$ cat src/rtl/vga_pkg.sv
// Shared VGA definitions: framebuffer location, default raster size,
// the packed RGB332 pixel format and its expansion to 8-bit channels,
// and the state encoding of the framebuffer prefetch engine.
package vga_pkg;

  localparam int          H_RES_DEF   = 640;
  localparam int          V_RES_DEF   = 480;
  localparam logic [31:0] VGA_FB_BASE = 32'h0000_2000;

  // One framebuffer byte: 3 bits red, 3 bits green, 2 bits blue (MSB first).
  typedef struct packed {
    logic [2:0] r;
    logic [2:0] g;
    logic [1:0] b;
  } rgb332_t;

  typedef struct packed {
    logic [7:0] r;
    logic [7:0] g;
    logic [7:0] b;
  } rgb888_t;

  // Prefetch engine: idle until the first frame_start, then alternates
  // between looking for room (RUN) and waiting for read data (WAIT).
  typedef enum logic [1:0] {
    FETCH_IDLE = 2'd0,
    FETCH_RUN  = 2'd1,
    FETCH_WAIT = 2'd2
  } fetch_state_t;

  // Bit replication so full-scale codes map to 255 and zero maps to 0.
  function automatic rgb888_t expand_rgb332(input rgb332_t px);
    rgb888_t o;
    o.r = {px.r, px.r, px.r[2:1]};
    o.g = {px.g, px.g, px.g[2:1]};
    o.b = {px.b, px.b, px.b, px.b};
    return o;
  endfunction

endpackage

$ cat src/rtl/vga_pixel_fetch_if.sv
// Read port between the pixel fetch block (master) and the data memory's
// VGA port (slave). Read data is valid the cycle after mem_rd.
interface vga_pixel_fetch_if;

  logic [31:0] mem_addr;
  logic        mem_rd;
  logic [31:0] mem_data;

  modport master (
    output mem_addr,
    output mem_rd,
    input  mem_data
  );

  modport slave (
    input  mem_addr,
    input  mem_rd,
    output mem_data
  );

endinterface

$ cat src/rtl/vga_word_fifo.sv
// Small synchronous word FIFO with flush. Head word is visible on dout
// without a read strobe; pop advances it. Push and pop in the same cycle
// both take effect and leave the count unchanged.
module vga_word_fifo
  import vga_pkg::*;
#(
  parameter int DEPTH = 8,
  parameter int WIDTH = 32
) (
  input  logic                     clk,
  input  logic                     rst_n,
  input  logic                     flush,
  input  logic                     push,
  input  logic                     pop,
  input  logic [WIDTH-1:0]         din,
  output logic [WIDTH-1:0]         dout,
  output logic [$clog2(DEPTH):0]   count
);

  localparam int PTR_W = $clog2(DEPTH);
  localparam int CNT_W = PTR_W + 1;

  logic [WIDTH-1:0] store [DEPTH];
  logic [PTR_W-1:0] wr_ptr;
  logic [PTR_W-1:0] rd_ptr;
  logic             do_push;
  logic             do_pop;

  assign do_pop  = pop && (count != '0);
  assign do_push = push && ((count != CNT_W'(DEPTH)) || do_pop);
  assign dout    = store[rd_ptr];

  // Storage array: data only, never reset.
  always_ff @(posedge clk) begin
    if (do_push && !flush) begin
      store[wr_ptr] <= din;
    end
  end

  // Pointers and occupancy; flush empties the FIFO in one cycle.
  always_ff @(posedge clk or negedge rst_n) begin
    if (!rst_n) begin
      wr_ptr <= '0;
      rd_ptr <= '0;
      count  <= '0;
    end else if (flush) begin
      wr_ptr <= '0;
      rd_ptr <= '0;
      count  <= '0;
    end else begin
      if (do_push) begin
        wr_ptr <= wr_ptr + 1'b1;
      end
      if (do_pop) begin
        rd_ptr <= rd_ptr + 1'b1;
      end
      case ({do_push, do_pop})
        2'b10:   count <= count + 1'b1;
        2'b01:   count <= count - 1'b1;
        default: count <= count;
      endcase
    end
  end

endmodule

$ cat src/rtl/vga_pixel_fetch.sv
// Framebuffer prefetch and pixel unpack for the VGA controller.
// Reads packed words (four RGB332 pixels, byte 0 leftmost) ahead of the
// raster with a single outstanding read, buffers them, and hands out one
// expanded pixel per pix_req with one cycle of latency.
module vga_pixel_fetch
  import vga_pkg::*;
#(
  parameter logic [31:0] BASE_ADDR  = VGA_FB_BASE,
  parameter int          H_RES      = H_RES_DEF,
  parameter int          V_RES      = V_RES_DEF,
  parameter int          FIFO_DEPTH = 8
) (
  input  logic              clk,
  input  logic              reset,
  input  logic              frame_start,
  input  logic              pix_req,
  vga_pixel_fetch_if.master mem,
  output logic [7:0]        r,
  output logic [7:0]        g,
  output logic [7:0]        b,
  output logic              pix_valid,
  output logic              underflow
);

  localparam int WORDS = H_RES * V_RES / 4;
  localparam int WC_W  = $clog2(WORDS + 1);
  localparam int CNT_W = $clog2(FIFO_DEPTH) + 1;

  fetch_state_t     state;
  fetch_state_t     state_nxt;
  logic             issue;
  logic             push;
  logic [WC_W-1:0]  word_cnt;
  logic [CNT_W-1:0] fifo_count;
  logic [31:0]      fifo_dout;
  logic             have_word;
  logic             room;
  logic             accept;
  logic             pop;
  logic [1:0]       sub_idx;
  logic [7:0]       pix_byte_p0;
  rgb888_t          pix_p0;

  // In-flight read == WAIT state, so count + in-flight < depth reduces to
  // a plain count check when a new read is considered in RUN.
  assign room      = (fifo_count < CNT_W'(FIFO_DEPTH));
  assign have_word = (fifo_count != '0);

  // Returning data is dropped when a frame restart coincides with it.
  assign push      = (state == FETCH_WAIT) && !frame_start;
  assign accept    = pix_req && !frame_start;
  assign pop       = accept && have_word && (sub_idx == 2'd3);

  assign mem.mem_rd   = issue;
  assign mem.mem_addr = BASE_ADDR + (32'(word_cnt) << 2);

  // Fetch state register.
  always_ff @(posedge clk or negedge reset) begin
    if (!reset) begin
      state <= FETCH_IDLE;
    end else begin
      state <= state_nxt;
    end
  end

  // Fetch next-state and read issue; frame_start overrides everything.
  always_comb begin
    state_nxt = state;
    issue     = 1'b0;
    if (frame_start) begin
      state_nxt = FETCH_RUN;
    end else begin
      case (state)
        FETCH_IDLE: state_nxt = FETCH_IDLE;
        FETCH_RUN: begin
          if (room && (word_cnt < WC_W'(WORDS))) begin
            issue     = 1'b1;
            state_nxt = FETCH_WAIT;
          end
        end
        FETCH_WAIT: state_nxt = FETCH_RUN;
        default:    state_nxt = FETCH_IDLE;
      endcase
    end
  end

  // Word counter: advances on each issued read, rewinds on frame restart.
  always_ff @(posedge clk or negedge reset) begin
    if (!reset) begin
      word_cnt <= '0;
    end else if (frame_start) begin
      word_cnt <= '0;
    end else if (issue) begin
      word_cnt <= word_cnt + 1'b1;
    end
  end

  vga_word_fifo #(
    .DEPTH (FIFO_DEPTH),
    .WIDTH (32)
  ) u_fifo (
    .clk   (clk),
    .rst_n (reset),
    .flush (frame_start),
    .push  (push),
    .pop   (pop),
    .din   (mem.mem_data),
    .dout  (fifo_dout),
    .count (fifo_count)
  );

  // Stage p0: select the current byte of the head word and expand it;
  // an empty FIFO yields black.
  always_comb begin
    pix_byte_p0 = fifo_dout[7:0];
    case (sub_idx)
      2'd1:    pix_byte_p0 = fifo_dout[15:8];
      2'd2:    pix_byte_p0 = fifo_dout[23:16];
      2'd3:    pix_byte_p0 = fifo_dout[31:24];
      default: pix_byte_p0 = fifo_dout[7:0];
    endcase
    pix_p0 = '0;
    if (have_word) begin
      pix_p0 = expand_rgb332(rgb332_t'(pix_byte_p0));
    end
  end

  // Stage p1: registered pixel output, sub-pixel index and underflow flag.
  // The index advances even on underflow to keep the raster aligned.
  always_ff @(posedge clk or negedge reset) begin
    if (!reset) begin
      r         <= '0;
      g         <= '0;
      b         <= '0;
      pix_valid <= 1'b0;
      underflow <= 1'b0;
      sub_idx   <= '0;
    end else if (frame_start) begin
      pix_valid <= 1'b0;
      underflow <= 1'b0;
      sub_idx   <= '0;
    end else begin
      pix_valid <= accept;
      if (accept) begin
        sub_idx <= sub_idx + 1'b1;
        r       <= pix_p0.r;
        g       <= pix_p0.g;
        b       <= pix_p0.b;
        if (!have_word) begin
          underflow <= 1'b1;
        end
      end
    end
  end

endmodule

$ cat src/flat_wrapper.sv
// flat-port wrapper written by rule: the top's interface ports become plain ports
module vga_pixel_fetch_flat import vga_pkg::*;
#(
  parameter logic [31:0] BASE_ADDR  = VGA_FB_BASE,
  parameter int          H_RES      = H_RES_DEF,
  parameter int          V_RES      = V_RES_DEF,
  parameter int          FIFO_DEPTH = 8
)
  (clk, reset, frame_start, pix_req, r, g, b, pix_valid, underflow, mem_mem_addr, mem_mem_rd, mem_mem_data);
  vga_pixel_fetch_if mem_i ();
  input  logic clk;
  input  logic reset;
  input  logic frame_start;
  input  logic pix_req;
  output logic [7:0] r;
  output logic [7:0] g;
  output logic [7:0] b;
  output logic pix_valid;
  output logic underflow;
  output wire logic [$bits(mem_i.mem_addr)-1:0] mem_mem_addr;
  output wire logic [$bits(mem_i.mem_rd)-1:0] mem_mem_rd;
  input wire logic [$bits(mem_i.mem_data)-1:0] mem_mem_data;
  assign mem_mem_addr = mem_i.mem_addr;
  assign mem_mem_rd = mem_i.mem_rd;
  assign mem_i.mem_data = mem_mem_data;
  vga_pixel_fetch #(.BASE_ADDR(BASE_ADDR), .H_RES(H_RES), .V_RES(V_RES), .FIFO_DEPTH(FIFO_DEPTH)) u_core (.clk(clk), .reset(reset), .frame_start(frame_start), .pix_req(pix_req), .mem(mem_i), .r(r), .g(g), .b(b), .pix_valid(pix_valid), .underflow(underflow));
endmodule
$ cat config.mk
export PLATFORM = sky130hd
export DESIGN_NAME = vga_pixel_fetch_flat
export DESIGN_NICKNAME = d
export VERILOG_FILES = /design/src/rtl/vga_pkg.sv /design/src/rtl/vga_pixel_fetch_if.sv /design/src/rtl/vga_word_fifo.sv /design/src/rtl/vga_pixel_fetch.sv /design/src/flat_wrapper.sv
export SDC_FILE = /design/constraint.sdc
export NUM_CORES = 1
export LEC_CHECK = 0
export BUFFER_PORTS_ARGS = -buffer_cell sky130_fd_sc_hd__buf_4
export CORE_ASPECT_RATIO = 0.9
export CORE_MARGIN = 3
export CORE_UTILIZATION = 60
export CTS_CLUSTER_DIAMETER = 100
export DETAILED_ROUTE_END_ITERATION = 7
export PLACE_DENSITY = 0.78
export SLEW_MARGIN = 20
export SYNTH_ARGS = -nofsm -noshare
export SYNTH_HDL_FRONTEND = slang
export SYNTH_SLANG_ARGS = --single-unit
$ cat constraint.sdc
create_clock -name clk -period 4.8 [get_ports clk]
set_input_delay 0.24 -clock clk [delete_from_list [all_inputs] [get_ports clk]]
set_output_delay 0.24 -clock clk [all_outputs]
set_load 0.01 [all_outputs]
# Word-level counts from Yosys, hierarchy flattened
# Memories as Yosys holds them, arrays and structs flattened.
# Cells that the tools add are included.
# totals
register_bits,57
latchBits,0
ramBits,256
romBits,0
out_inout_bits,59
elab_cells,74
mem_count,1
# op_classes
add_sub_neg,7
mul,0
div,0
order_cmp,2
n_eq_ne,10
shift,0
mux,24
bitwise_logic,1
reduce_logical,18
# mem_list
name,depth,word_bits,rd,rd_clocked_by_memory_dff,wr,line_no,rtl
u_core.u_fifo.store,8,32,1,0,1,vga_word_fifo.sv:23,logic [WIDTH-1:0] store [DEPTH];
# ops
operator,count
$mux W17,2
$mux W24,1
$pmux W8 S3,1
$add A14 B19 Y20 const A,1
$add A17 B1 Y17 const B,1
$lt A17 B17 Y1 const B,1
$mux W3,4
$mux W1,9
$eq A2 B2 Y1 const B,4
$logic_and A1 B1 Y1,8
$mux W2,4
$pmux W4 S2,1
$reduce_bool A2 Y1,4
$add A3 B1 Y3 const B,2
$eq A2 B1 Y1 const B,3
$add A4 B1 Y4 const B,1
$lt A4 B4 Y1 const B,1
$mux W4,1
$ne A4 B4 Y1 const B,1
$pmux W2 S2,1
$reduce_and A2 Y1,2
$reduce_bool A4 Y1,1
$sub A4 B1 Y4 const B,1
$ne A3 B2 Y1 const B,1
6 further kinds,6

# Depth between registers and ports, before layout
# Gate-level depths: netlist of the first run.
# logic_depth
depth_word,10
ltp_mapped,9

# Hierarchy
# Synthesis of the first run repeated with hierarchy kept, for this count alone.
# hier_totals
hier_cells,682
area_unflattened_um2,12420.7
# by_module_without_submodules
module,instances,cells_per_inst,area_each_um2
vga_word_fifo,1,453,10349.9
vga_pixel_fetch,1,229,2070.7

# Worst setup path before layout of the first run
# No wires, ideal clock.
# synth_path
path_kind,register to register
from,reg u_core.sub_idx[0]
to,mem u_core.u_fifo.store[0][0] (enable)
arrival_ps,3570
setup_slack_ps,769
stages_incl_launch_ff,6
path_buffers,0
synth_period_minus_slack_ps,4031
path_cell_list,dfrtp_1 > ha_1 > nand2_1 > a311oi_1 > nand2b_1 > nor3_1
# synth_via
elab_chain_len,8
# synth_rtl
item,line_no,rtl
from (decl),vga_pixel_fetch.sv:40,logic [1:0] sub_idx;
from (signal assigned),vga_pixel_fetch.sv:145,sub_idx <= sub_idx + 1'b1;
$eq A2 B2 Y1,vga_pixel_fetch.sv:52,assign pop = accept && have_word && (sub_idx == 2'd3);
$logic_and A1 B1 Y1,vga_pixel_fetch.sv:52,
$logic_and A1 B1 Y1,vga_word_fifo.sv:29,assign do_pop = pop && (count != '0);
$logic_or A1 B1 Y1,vga_word_fifo.sv:30,assign do_push = push && ((count != CNT_W'(DEPTH)) || do_pop);
$logic_and A1 B1 Y1,vga_word_fifo.sv:30,
$logic_and A1 B1 Y1,vga_word_fifo.sv:35,if (do_push && !flush) begin
$mux W1,vga_word_fifo.sv:35,
$mux W1 (not written as such),vga_word_fifo.sv:36,store[wr_ptr] <= din;
to (decl),vga_word_fifo.sv:23,
# Every way passes these cells.

# Final worst setup path of the first run
# layout_path
from,reg u_core.sub_idx[0]
to,mem u_core.u_fifo.store[4][16] (enable)
# The elaborated chain is that of the path after synthesis.

==> qor.csv, run 1 <==
metric;value;unit
status;complete, no violations;
nets;907;
synth_ff_type;edfxtp_1;
drv_slew;0;
finClkSkew;0.007190;ns
fmax;0.3006;GHz
setup_tns;0;ns
clock_power_share;0.404;
synth_area;12440;sq um
cp_cell_sequence;ha_1 -> nand2_1 -> a311oi_1 -> nand2b_1 -> nor2_4;
antenna_found_initial;0;
dp_hpwl;15.77;mm
fin_util;0.7131;
worstPathArrival;3.48;ns
rows;49;
antennaDiodeCount;0;
grt_max_degree;71;
die_x;157.8;um
gp_congestion;0.8864;
core-area;20170;sq um
slowest_delay;0.95;ns
cts_buffer_depth;3;
cp_slowest_cell;nor2_4;
maxCapViolCount;0;
combPwrFrac;0.063;
fillers;1230;
insertion_delay;0.54;ns
fin_crit_sh;0.6931;
synth_edf_count;256;
synthToLayoutAreaGrowth;15.62;%
worstPathMaxFanout;32;
p_seq_frac;0.533;
ir_drop;0.0003207;V
yosysWarnings;0;
wire_per_inst;22.59;um
syn_area_per_cell;16.18;sq um
setup_viol;0;
cts-root-buf;clkbuf_16;
power.total;5403;uW
synth.area.top_cells;edfxtp_1 (62%), dfrtp_1 (8.2%), mux4_2 (4.7%), mux2i_1 (3.7%), mux2_2 (3.2%);
holdCritPathClass;input pin to flip-flop;
drc;0;
final_hold_viol_count;0;
ys_async_sr_fraction;0.1380;
fp.dieH;142.6;um
maxSlewHeadroom;0.2265;
crit_type;flip-flop to flip-flop;
port_buffers;80;
seq_area;8720;sq um
leakage;0.004938;uW
layout-drive-gt1-share;0.2418;
p_int;4262;uW
cts_htree_levels;1;
post-synth-top-area-cell;edfxtp_1;
cp.required;4.95;ns
drt_first_pass_iters;5;
overflow;0;
swShare;0.2113;
grt_pass1_wl;39.25;mm
ys_seq_area_frac;0.7004;
grt_usage;0.2275;
post-synth-top-area-fraction;0.6179;
io_pins;95;
first_iter_violations;537;
clk_pin_slew;0.06;ns
yosysMostFrequentCell;edfxtp_1;
multi_input_area;3321;sq um
synthTopCellsByCount;edfxtp_1 (256), mux2i_1 (46), buf_4 (43);
cts.sinks;297;
critPathLaunchType;flip-flop;
routed-via-count;6951;
wirelength;25.67;mm
fin_ws;1.473;ns
synthCells;769;
fp.dieArea;22500;sq um
cp-end-kind;flip-flop;
worst_pin_slew;1.158;ns
grt_pass1_vias;6888;
rsz0062_at_grt;false;
pre_cts_slack;1.401;ns
cellPowerDensity;375.7;nW/um^2
p_sw;1142;uW
synth_cell_types;53;
cts_tree;done;
vias_per_cell;6.119;
start_util;0.6168;
ant_nets;0;
min_period;3.327;ns
numCtsBuffers;30;
ys_ff_latch;297;
## what timing repair did
item / 4_1_cts / 5_1_grt
resized for setup: 0 / 0
endpoints found under the setup margin: 0 / 0
endpoints found under the hold margin: 297 / 0
hold buffers: 33 / 0
setup buffers: 0 / 0
## cells in the final DEF (no fill, tap or decap), types with 4 or more instances in the layout
cell and n:
mux2_2 35, nor2_1 36, nand2_1 36, o21ai_0 15
a22o_1 14, mux2i_1 46, nand4_1 9, ha_1 11
nor2_4 6, mux4_2 26, clkbuf_16 31, o22ai_1 12
nor3_1 8, dfrtp_1 38, clkinv_2 7, xor2_1 14
a22oi_1 12, nand2b_1 8, clkinv_1 10, a21oi_1 14
nor2b_1 4, dlygate4sd3_1 33, xnor2_1 6, conb_1 14
inv_1 10, edfxtp_1 256, buf_4 87, a41oi_1 5
nand3_1 14, a221oi_1 6
## logic make-up (layout without fill, tap and decap cells)
group                    Yosys count  count (layout)  share of synthesized area
AO/OA/AOI/OAI                    103             103                    0.05964
XOR/XNOR                          20              20                    0.01408
adder cells (fa/ha/maj)           12              12                    0.01267
buffers and inverters             88             187                    0.04103
flip-flops                       297             297                     0.7004
multiplexers                     107             107                     0.1158
other                              1              14                  0.0003014
AND/OR/NAND/NOR                  141             141                    0.05612
## cell type report
| class | count | area share |
|---|---|---|
| repair buffers | 123 | 0.07307 |
| clock inverters | 22 | 0.01087 |
| flip-flops and latches | 297 | 0.6062 |
| multi-input cells | 397 | 0.2309 |
| inverters | 10 | 0.002610 |
| clock buffers | 32 | 0.05419 |
| well taps | 255 | 0.02218 |
## registers in the layout, summed over array words and instances, names as in the netlist
signal	count
u_core.g	3
u_core.b	2
u_core.r	3
u_core.pix_valid	1
u_core.word_cnt	17
u_core.u_fifo.store	256
u_core.sub_idx	2
u_core.state	2
u_core.u_fifo.rd_ptr	3
u_core.underflow	1
u_core.u_fifo.count	4
u_core.u_fifo.wr_ptr	3
## path summary, 6_finish.rpt
check                                  startpoint                          to  slack, ns  cells past startpoint
min in group asynchronous                   reset     u_core.u_fifo.rd_ptr[1]       0.27                      2
worst min-delay path                      pix_req            u_core.underflow       0.02                      3
max in group asynchronous                   reset     u_core.u_fifo.rd_ptr[1]       4.11                      2
worst max register to register  u_core.sub_idx[0]  u_core.u_fifo.store[4][16]       1.47                      5
worst max-delay path            u_core.sub_idx[0]  u_core.u_fifo.store[4][16]       1.47                      5
worst min register to register   u_core.underflow            u_core.underflow       0.52                      2
## metrics by stage
| step | std cells | instance area [sq um] | hold slack [ns] |
|---|---|---|---|
| 5_1_grt | 1136 | 14380 | 0.02709 |
| 3_3_place_gp | 1046 | 13050 | 0.2665 |
| 2_1_floorplan | 782 | 12490 | -0.05559 |
| 6_report | 1136 | 14380 | 0.01655 |
| 4_1_cts | 1133 | 14320 | 0.004610 |
| 3_5_place_dp | 1046 | 13050 | 0.2790 |
## metal layers
layer / GRT usage / vias to the layer above / routed length (um) / share of wire
li1: - / 3122 / - / -
met1: 0.3359 / 3533 / 10890 / 0.42
met2: 0.3668 / 261 / 12650 / 0.49
met4: 0.05342 / 0 / 487 / 0.019
met3: 0.03314 / 35 / 1632 / 0.064
met5: 0 / - / 0 / 0
## power groups by stage
stage | combinational, uW | clock [uW] | sequential [uW]
after floorplan | 189 | 0 | 2930
after global routing | 370 | 2330 | 2880
after detailed placement | 317 | 0 | 2930
final | 342 | 2180 | 2880
after global placement | 307 | 0 | 2930
after CTS | 341 | 2210 | 2880
## worst max-delay path, delay by kind of cell, from the launching register on
kind,cells,cell delay [ns]
compound gates,1,0.65
fa+ha+maj,1,0.40
simple gates,3,1.48
flops,1,0.40
(Power assumes the default switching activity.)
==> run 2: changes to the inputs <==
clock period = 3.1 ns   (was 4.8 ns; I/O delays follow)
==> run 2 against run 1 <==
Compared with the run above: first-iteration DRC count rose by 56%; routed wire length grew 1.8%; sequential power rose by 55%; clock skew grew 0.0029 ns; critical path type unchanged.
==> qor.csv, run 2 (synthesis results as in run 1) <==
metric;value;unit
status;complete, no violations;
swShare;0.2108;
setup.worst_path.start;u_core.sub_idx[0];
synthToLayoutAreaGrowth;16.30;%
fmax;0.3703;GHz
insertion_delay;0.53;ns
setup_viol;0;
gr-usage-met3;0.04105;
final_cell_mix;edfxtp_1 (256), buf_4 (107), mux2i_1 (46), dfrtp_1 (38);
pre_cts_slack;0.4086;ns
cp_cell_sequence;ha_1 -> inv_1 -> nor4_2 -> ha_1 -> a21o_1 -> a21oi_1 -> xnor2_1 -> o21ai_0 -> a32o_1;
cellPowerDensity;574.0;nW/um^2
fp.dieH;142.6;um
antenna_found_initial;0;
p_int;6554;uW
core-area;20170;sq um
path_delay_family;adder cells;
finClkSkew;0.01010;ns
drt_first_pass_iters;5;
grtUsageMet1;0.3391;
cts_tree;done;
rsz0062_at_grt;false;
p_sw;1751;uW
grt_usage;0.2321;
critPathBufInv;1;
drc;0;
io_pins;95;
setup_tns;0;ns
min_from;frame_start;
overflow;0;
maxCapViolCount;0;
cp-end-kind;flip-flop;
grt_max_degree;42;
combPwrFrac;0.065;
top_regs;u_core.u_fifo.store x256, u_core.word_cnt x17, u_core.u_fifo.count x4;
power.total;8305;uW
antennaDiodeCount;0;
fp.dieArea;22500;sq um
die_x;157.8;um
grt_pass1_wl;39.84;mm
ant_nets;0;
layout-drive-gt1-share;0.2542;
r2r_start;u_core.sub_idx[0];
nets;924;
rows;49;
numCtsBuffers;28;
final_hold_viol_count;0;
worstPathArrival;3.12;ns
cp.required;3.52;ns
critPathLaunchType;flip-flop;
wirelength;26.13;mm
mostFrequentLayoutCell;edfxtp_1;
crit_type;flip-flop to flip-flop;
p_seq_frac;0.537;
drv_slew;0;
gp_congestion;0.8841;
ir_drop;0.0005691;V
cts_buffer_depth;3;
cts-root-buf;clkbuf_16;
dp_hpwl;16.58;mm
port_buffers;80;
vias_per_cell;6.133;
first_iter_violations;838;
wire_per_inst;22.68;um
slowest_delay;0.44;ns
use_met2;0.3634;
fin_crit_sh;0.8712;
leakage;0.005000;uW
clk_pin_slew;0.07;ns
maxSlewHeadroom;0.4532;
clock_power_share;0.398;
cp_slowest_cell;ha_1;
globalRoute.busiestLayer;met2;
routed-via-count;7065;
regMostFlops;u_core.u_fifo.store;
holdCritPathClass;input pin to flip-flop;
largest_reg_flops;256;
worst_pin_slew;0.8172;ns
grt_pass1_vias;7096;
start_util;0.6168;
cts.sinks;297;
cts_htree_levels;1;
fillers;1217;
worstPathMaxFanout;12;
min_period;2.701;ns
cp_common_cell;ha_1;
fin_ws;0.3992;ns
==> run 2: what timing repair did <==
item / CTS / global route
resized for setup: 0 / 0
endpoints found under the hold margin: 300 / 0
hold buffers: 34 / 0
setup buffers: 0 / 0
==> run 2: through the flow <==
stage	area [sq um]	instances	util	hold slack, ns
2_1_floorplan	12500	782	-	-0.1406
3_3_place_gp	13230	1067	0.6560	0.1826
6_report	14470	1152	0.7173	0.01770
3_5_place_dp	13230	1067	0.6560	0.1928
5_1_grt	14470	1152	0.7173	0.03342
4_1_cts	14470	1152	0.7173	0.008309
==> run 2: power groups by stage <==
stage                     Combinational [uW]  Sequential, uW  Clock (uW)
after global routing                     583            4460        3500
after floorplan                          293            4530           0
after global placement                   485            4530           0
final                                    541            4460        3310
after detailed placement                 504            4540           0
after CTS                                541            4460        3350
==> run 2: worst register-to-register path, delay by kind of cell (launching register included) <==
family	cells	cell delay (ns)
simple gates	1	0.36
compound gates	4	0.72
flops	1	0.41
buf+inv	1	0.19
fa+ha+maj	2	0.73
xor+xnor	1	0.17
==> run 2: cell type report <==
type	instances	area [sq um]	share of cell area
repair buffers	142	1164	0.08042
well taps	255	319.1	0.02205
multi-input cells	397	3333	0.2304
inverters	10	37.54	0.002594
flip-flops and latches	297	8720	0.6026
clock buffers	37	775.7	0.05361
clock inverters	14	120.1	0.008302
==> run 2: per-layer routing <==
layer	wire [um]	vias up
li1	-	3152
met1	10940	3561
met2	12580	302
met3	1936	50
met4	668	0
met5	0	-
==> run 2: path summary, 6_finish.rpt <==
check | to | slack, ns | cells past startpoint
max | u_core.u_fifo.count[3] | 0.40 | 9
min | u_core.word_cnt[7] | 0.02 | 2
max reg2reg | u_core.u_fifo.count[3] | 0.40 | 9
min reg2reg | u_core.underflow | 0.52 | 2
max in group asynchronous | u_core.u_fifo.rd_ptr[1] | 2.49 | 2
min in group asynchronous | u_core.sub_idx[0] | 0.18 | 2
==> run 3: changes to the inputs <==
SYNTH_HIERARCHICAL = 1   (was not set)
==> run 3 against run 2 <==
Compared with the run above: register-to-register slack worse by 0.23 ns; clock power is 3% lower; cell count down 7.0%; combinational power fell by 48%; critical path type unchanged; largest power group unchanged; highest routed layer unchanged.
==> qor.csv, run 3 <==
metric;value;unit
start_util;0.6158;
port_buffers;80;
yosysMostFrequentCell;edfxtp_1;
vias_per_cell;6.199;
critPathBufInv;1;
fin_ws;0.1658;ns
placed_area;13310;sq um
worstPathMaxFanout;7;
ys_async_sr_fraction;0.1380;
post-synth-top-area-cell;edfxtp_1;
min_period;2.934;ns
io_pins;95;
routed-via-count;6639;
top_regs;u_core/u_fifo/store x256, u_core/word_cnt x17, u_core/u_fifo/count x4;
synth_area;12420;sq um
cp.required;3.52;ns
antennaDiodeCount;0;
finalInstanceArea;14520;sq um
cp-end-kind;flip-flop;
critPathLaunchType;flip-flop;
grt_pass1_vias;6742;
fin_hold_ws;0.05178;ns
final_hold_viol_count;0;
synth_edf_count;256;
worst_pin_slew;0.9629;ns
synthCells;682;
maxSlewHeadroom;0.3574;
drv_slew;0;
core-area;20170;sq um
slowest_delay;0.52;ns
cts-root-buf;clkbuf_16;
yosysWarnings;6;
holdCritPathClass;input pin to flip-flop;
regToRegSetupSlack;0.17;ns
grt_usage;0.2295;
fin_crit_sh;0.9465;
dp_hpwl;14.92;mm
ys_seq_area_frac;0.7015;
ys_ff_latch;297;
drc;0;
cellPowerDensity;542.3;nW/um^2
synth_ff_type;edfxtp_1;
numCtsBuffers;29;
first_iter_violations;526;
grt_pass1_wl;38.88;mm
wire_per_inst;23.39;um
finClkSkew;0.02000;ns
mostFrequentLayoutCell;edfxtp_1;
grt_max_degree;51;
cts.sinks;297;
worstPathArrival;3.35;ns
cp_cell_sequence;nor4_1 -> buf_4 -> nor3b_4 -> o41ai_4 -> nor2_2 -> ha_1 -> a21oi_1 -> nand2_1 -> mux2i_1 -> or4b_1;
post-synth-top-area-fraction;0.6189;
synthToLayoutAreaGrowth;16.89;%
place_inst;985;
overflow;0;
cts_tree;done;
ant_nets;0;
antenna_found_initial;0;
status;complete, no violations;
synth_cell_types;53;
die_x;157.7;um
syn_area_per_cell;18.21;sq um
drt_first_pass_iters;7;
insertion_delay;0.56;ns
pre_cts_slack;0.2276;ns
leakage;0.004997;uW
cp_slowest_cell;dfrtp_1;
wirelength;25.05;mm
layout-drive-gt1-share;0.3309;
setup_viol;0;
synth.area.top_cells;edfxtp_1 (62%), mux4_2 (12%), dfrtp_1 (8.3%), mux2_2 (3.0%), buf_4 (2.5%);
cts_htree_levels;1;
fp.dieArea;22470;sq um
rows;49;
regMostFlops;u_core/u_fifo/store;
cts_buffer_depth;3;
ir_drop;0.0005153;V
clk_pin_slew;0.06;ns
synthTopCellsByCount;edfxtp_1 (256), mux4_2 (64), buf_4 (41), dfrtp_1 (41), mux2_2 (33);
final_cell_mix;edfxtp_1 (256), buf_4 (105), mux4_2 (64), dfrtp_1 (39), dlygate4sd3_1 (34);
path_delay_family;simple AND/OR/NAND/NOR gates;
fmax;0.3408;GHz
fp.dieH;142.5;um
largest_reg_flops;256;
rsz0062_at_grt;false;
nets;843;
crit_type;flip-flop to flip-flop;
instances_no_fill;1071;
maxCapViolCount;0;
gp_congestion;0.8230;
==> run 3: cell types whose count changed after synthesis, sizes merged, moves of 12 or more <==
| cell | previous run | this run |
|---|---|---|
| mux2i | 46 | 6 |
| mux4 | 26 | 64 |
| nor2 | 42 | 23 |
| nand2 | 37 | 24 |
| a22oi | 12 | 0 |
| o22ai | 12 | 0 |
==> run 3: per-stage QoR <==
step,util,setup TNS (ns),power [uW]
after CTS,0.7198,0,7937
after global routing,0.7198,0,8128
after global placement,0.6597,0,4691
after floorplan,-,-0.6547,4584
final,0.7198,0,7874
after detailed placement,0.6597,0,4706
==> run 3: cell families after synthesis <==
| family | Yosys count | synth area share |
|---|---|---|
| flops | 297 | 0.7015 |
| mux | 105 | 0.1532 |
| simple gates | 98 | 0.04271 |
| buf+inv | 91 | 0.04372 |
| compound gates | 68 | 0.03878 |
| fa+ha+maj | 12 | 0.01269 |
| xor+xnor | 10 | 0.007052 |
| other cells | 1 | 0.0003019 |
==> run 3: tightest hold or removal path, cell delays in order <==
cell     delay [ns]
buf_4          0.10
buf_4          0.24
a21oi_1        0.06
==> run 3: area by class of cell <==
type	instances	area, sq um
Sequential cell	297	8718
Clock inverter	19	131.4
Tap cell	255	319.1
Inverter	16	60.06
Timing Repair Buffer	144	1229
Multi-Input combinational cell	307	3321
Clock buffer	33	740.7
Fill cell	1182	5652
==> run 3: path summary, 6_finish.rpt <==
kind / start / endpoint / cells past startpoint
hold reg to reg: u_core/underflow / u_core/underflow / 2
min in group asynchronous: reset / u_core/word_cnt[1] / 2
max in group asynchronous: reset / u_core/u_fifo/rd_ptr[0] / 2
hold / removal: frame_start / u_core/word_cnt[2] / 3
setup reg to reg: u_core/u_fifo/count[0] / u_core/u_fifo/count[3] / 10
setup / recovery: u_core/u_fifo/count[0] / u_core/u_fifo/count[3] / 10
==> run 3: per-layer routing <==
layer,vias to the layer above,share of wire,global-route usage
met1,3392,0.40,0.3311
met5,-,0,0
met4,0,0.025,0.06301
met3,53,0.075,0.03831
met2,293,0.50,0.3724
li1,2901,-,-
==> run 3: power by group <==
group	internal (uW)	switching [uW]	total (uW)
Clock	1800	1420	3210
Combinational	120	163	283
Sequential	4360	19.2	4380
==> run 3: repair_timing <==
item / 4_1_cts / 5_1_grt
gates resized for setup: 0 / 0
endpoints found under the hold margin: 300 / 0
buffers inserted: 0 / 0
hold buffers: 34 / 0
